--- src/rtl/wb_core_bridge.sv ---
// Ibex native memory port (req/gnt/rvalid) to Wishbone B4 pipelined master bridge.
// Counts outstanding transfers to hold CYC, and registers responses back to the core.
module wb_core_bridge #(
  parameter int MAX_OUTSTANDING = 4,
  parameter int CNT_W           = 3
) (
  input  logic        clk,
  input  logic        rst,
  input  logic        core_req_i,
  output logic        core_gnt_o,
  input  logic        core_we_i,
  input  logic [3:0]  core_be_i,
  input  logic [31:0] core_addr_i,
  input  logic [31:0] core_wdata_i,
  output logic        core_rvalid_o,
  output logic [31:0] core_rdata_o,
  output logic        core_err_o,
  output logic        wb_cyc_o,
  output logic        wb_stb_o,
  output logic        wb_we_o,
  output logic [3:0]  wb_sel_o,
  output logic [31:0] wb_adr_o,
  output logic [31:0] wb_dat_o,
  input  logic [31:0] wb_dat_i,
  input  logic        wb_ack_i,
  input  logic        wb_err_i,
  input  logic        wb_stall_i
);

  localparam logic [CNT_W-1:0] CNT_MAX = CNT_W'(MAX_OUTSTANDING);

  logic [CNT_W-1:0]           cnt;
  logic [CNT_W-1:0]           push_idx;
  logic [MAX_OUTSTANDING-1:0] we_fifo;
  logic [MAX_OUTSTANDING-1:0] we_fifo_nxt;
  logic                       cnt_nz;
  logic                       term;

  // Request stage (combinational pass-through to the bus)
  assign cnt_nz     = (cnt != '0);
  assign term       = (wb_ack_i | wb_err_i) & cnt_nz;
  assign wb_stb_o   = core_req_i & (cnt < CNT_MAX);
  assign core_gnt_o = wb_stb_o & ~wb_stall_i;
  assign wb_cyc_o   = wb_stb_o | cnt_nz;
  assign wb_we_o    = core_we_i;
  assign wb_sel_o   = core_be_i;
  assign wb_dat_o   = core_wdata_i;
  assign wb_adr_o   = core_addr_i & ~32'h3;

  // Oldest entry sits at bit 0; a pop shifts down, so a same-cycle push lands one slot lower.
  always_comb begin
    we_fifo_nxt = term ? (we_fifo >> 1) : we_fifo;
    push_idx    = term ? (cnt - CNT_W'(1)) : cnt;
    for (int i = 0; i < MAX_OUTSTANDING; i++) begin
      if (core_gnt_o && (push_idx == CNT_W'(i))) begin
        we_fifo_nxt[i] = core_we_i;
      end
    end
  end

  always_ff @(posedge clk or posedge rst) begin
    if (rst) begin
      cnt     <= '0;
      we_fifo <= '0;
    end else begin
      we_fifo <= we_fifo_nxt;
      case ({core_gnt_o, term})
        2'b10:   cnt <= cnt + CNT_W'(1);
        2'b01:   cnt <= cnt - CNT_W'(1);
        default: cnt <= cnt;
      endcase
    end
  end

  // Response stage (one registered cycle after termination)
  always_ff @(posedge clk or posedge rst) begin
    if (rst) begin
      core_rvalid_o <= 1'b0;
      core_err_o    <= 1'b0;
      core_rdata_o  <= '0;
    end else begin
      core_rvalid_o <= term;
      core_err_o    <= term & wb_err_i;
      if (term && !wb_err_i && !we_fifo[0]) begin
        core_rdata_o <= wb_dat_i;
      end
    end
  end

endmodule
--- config.mk ---
export PLATFORM = sky130hd
export DESIGN_NAME = wb_core_bridge
export DESIGN_NICKNAME = d
export VERILOG_FILES = /design/src/rtl/wb_core_bridge.sv
export SDC_FILE = /design/constraint.sdc
export NUM_CORES = 1
export LEC_CHECK = 0
export CORE_ASPECT_RATIO = 1.1
export CORE_UTILIZATION = 33
export DETAILED_ROUTE_END_ITERATION = 8
export GPL_TIMING_DRIVEN = 0
export PLACE_DENSITY_LB_ADDON = 0.1
export SETUP_SLACK_MARGIN = 0.5
export SLEW_MARGIN = 40
export SYNTH_ARGS = -nofsm -noshare
export SYNTH_HDL_FRONTEND = slang
export SYNTH_SLANG_ARGS = --single-unit
--- constraint.sdc ---
create_clock -name clk -period 4.72 [get_ports clk]
set_input_delay 0.944 -clock clk [delete_from_list [all_inputs] [get_ports clk]]
set_output_delay 0.944 -clock clk [all_outputs]
set_load 0.05 [all_outputs]
==> results.cfg <==
[run_status]
status = finished clean

[setup_path]
reg2reg_to = cnt[2]
cp.arrival_ns = 2.67
r2r_setup_slack_ns = 2.50
critPathLaunchType = primary input
crit_start = core_req_i
reg2regPathDepth = 9
critPathCapture = core_gnt_o
r2r_start = cnt[0]
endpoint_kind = primary output
cp_max_fo = 3
crit_type = primary input to primary output
required_ns = 3.78

[logic_synthesis]
ys.warnings.count = 0
ys_seq_area_share_pct = 45.0
synth.avg_cell_area_um2 = 11.6
synth_edf_count = 0
yosys.area.top_type = dfrtp_1
yosysMostFrequentCell = buf_4
async_reset_ff_share_pct = 100
syn_area_mm2 = 0.00228
ys.flop_type = dfrtp_1
synthTopCellsByCount = buf_4, dfrtp_1, mux2_2
syn_inst = 196
ys_top_cells_by_area = dfrtp_1, buf_4, mux2_2, mux2i_1, ha_1
yosysUniqueCellTypes = 28
yosysTopAreaCellShare_pct = 45.0
synth_seq_cells = 41

[clock_network]
cts_made_buffers = 5
path_clk_slew_ns = 0.08
ctsLongestPathBuffers = 2
cts_tree = done
cts-resized-gates = 0
hold_buffers = 0
clkLatencyLatePin_ns = 0.29
cts_root_buf = clkbuf_8
clkSinkCount = 41
h-tree-depth = 2
post-cts-setup-buffers = 0

[global_routing]
grt_pass1_vias = 1773
grt.met1_usage_pct = 15.7
grt_max_degree = 42
antenna_found_initial = 0
grt_busiest_layer = met2
overflow = 0
grt_util_all_layers_pct = 15.0
grt_use_met2_pct = 27.1
grt_util_met3_pct = 6.43
grt_pass1_wl_mm = 8.18

[power_and_ir_drop]
clkPwrFrac_pct = 10.4
combinationalPowerShare_pct = 63.4
peakVddDrop_uv = 354
p_switching_uw = 1120
p_int_uw = 1200
p_seq_share_pct = 26.2
p_per_area_mw_per_mm2 = 595
p_sw_share_pct = 48.3
leakage_uw = 0.00172

[layout]
n_fill_cell = 584
area_growth_pct = 71.3
fin_cells = 429
fin_nets = 457
drive_gt1_share_pct = 32.6
n_antenna_cell = 0

[sta]
drv_slew = 0
tightest_slew_ns = 0.539
final.period_utilization_pct = 76.5
fin_tns_setup_ns = 0
rsz0062_at_grt = false
finClkSkew_ns = 0.00827
whs_ns = 0.497
clock.fmax_mhz = 277
setup_violations = 0
fin_crit_ns = 3.61
hold_violations = 0
relSlewSlack_pct = 63.9

[die]
dieHeight_um = 89.2
dieArea_mm2 = 0.00725
chipWidth_um = 81.3
core_mm2 = 0.00663
pin_count = 213
num_rows = 31
start_util_pct = 34.4

[routing]
dr.pass1.iters = 4
final_antenna_net_count = 0
drc = 0
wl_per_cell_um = 13.3
viasPerCell = 4.31
drt-initial-drc-count = 54
vias = 1847
routed_wl_mm = 5.73

[run]
drv_cap = 0

[place]
gp_congestion = 0.754
hpwl_mm = 4.65
dpl.cell_count = 421
port_buffers = 142

[worst_hold_path]
hp-class = register to register
==> layout by cell type (no fill, tap or decap), drive strengths merged, types with 3 or more instances in the layout <==
cell type / synthesis / final
clkdlybuf4s50: 0 / 142
o211ai: 4 / 4
clkbuf: 0 / 6
mux2i: 8 / 8
mux2: 32 / 32
buf: 73 / 73
nor2: 4 / 4
nand2b: 3 / 3
inv: 5 / 5
ha: 4 / 4
a21oi: 4 / 4
o21ai: 3 / 3
dfrtp: 41 / 41
==> flip-flops by register name, indices dropped and copies added, names as in the netlist <==
name / flops
core_rdata_o: 32
core_rvalid_o: 1
we_fifo: 4
core_err_o: 1
cnt: 3
==> metrics by stage <==
stage	util [%]	power [uW]	area (um^2)	setup WS, ns
after floorplan	-	1620	2280	1.59
after global placement	57.4	2080	3810	1.09
after detailed placement	57.5	2100	3810	1.08
after CTS	58.9	2350	3910	1.08
after global routing	58.9	2450	3910	1.02
final	58.9	2330	3910	1.11
==> power groups by stage <==
stage,Combinational (uW),Clock [uW],Sequential (uW)
floorplan,500,0,1120
global placement,1470,0,611
detailed placement,1480,0,616
CTS,1490,252,611
global route,1550,268,637
finish,1470,242,610
==> area by class of cell <==
| class | instances | area, um^2 | share of cell area, % |
|---|---|---|---|
| Multi-Input combinational cell | 78 | 696 | 17.8 |
| Tap cell | 82 | 103 | 2.63 |
| Sequential cell | 41 | 1030 | 26.3 |
| Buffer | 73 | 544 | 13.9 |
| Inverter | 5 | 21.3 | 0.544 |
| Clock inverter | 2 | 13.8 | 0.352 |
| Clock buffer | 6 | 82.6 | 2.11 |
| Timing Repair Buffer | 142 | 1420 | 36.4 |
==> worst min-delay path by stage <==
stage	cells after the start	end	slack, ns	from
final	1	core_rdata_o[16]	0.50	core_rdata_o[16]
after global routing	1	core_rdata_o[27]	0.52	core_rdata_o[27]
after CTS	1	core_rdata_o[16]	0.50	core_rdata_o[16]
after detailed placement	1	core_rdata_o[16]	0.48	core_rdata_o[16]
after global placement	1	core_rdata_o[18]	0.48	core_rdata_o[18]
after floorplan	1	cnt[2]	0.49	cnt[2]
==> critical path, stage by stage <==
cell             delay, ns
clkdlybuf4s50_1       0.48
nor3b_1               0.36
clkdlybuf4s50_1       0.88
==> metal layers <==
| metal | vias to the layer above | part of all wire, % |
|---|---|---|
| li1 | 878 | - |
| met4 | 0 | 0.98 |
| met1 | 839 | 34 |
| met3 | 6 | 13 |
| met2 | 124 | 51 |
| met5 | - | 0 |
==> cells by family (layout without fill, tap and decap cells) <==
logic type      count (synthesis)  in the layout  share of synthesized area (%)
xor+xnor                        3              3                           1.15
compound gates                 11             11                           2.85
fa+ha+maj                       4              4                           2.19
mux                            40             40                           19.3
other cells                     1              2                          0.164
flops                          41             41                           45.0
simple gates                   18             18                           4.66
buf+inv                        78            228                           24.7
Power figures use the tool's default switching activity.
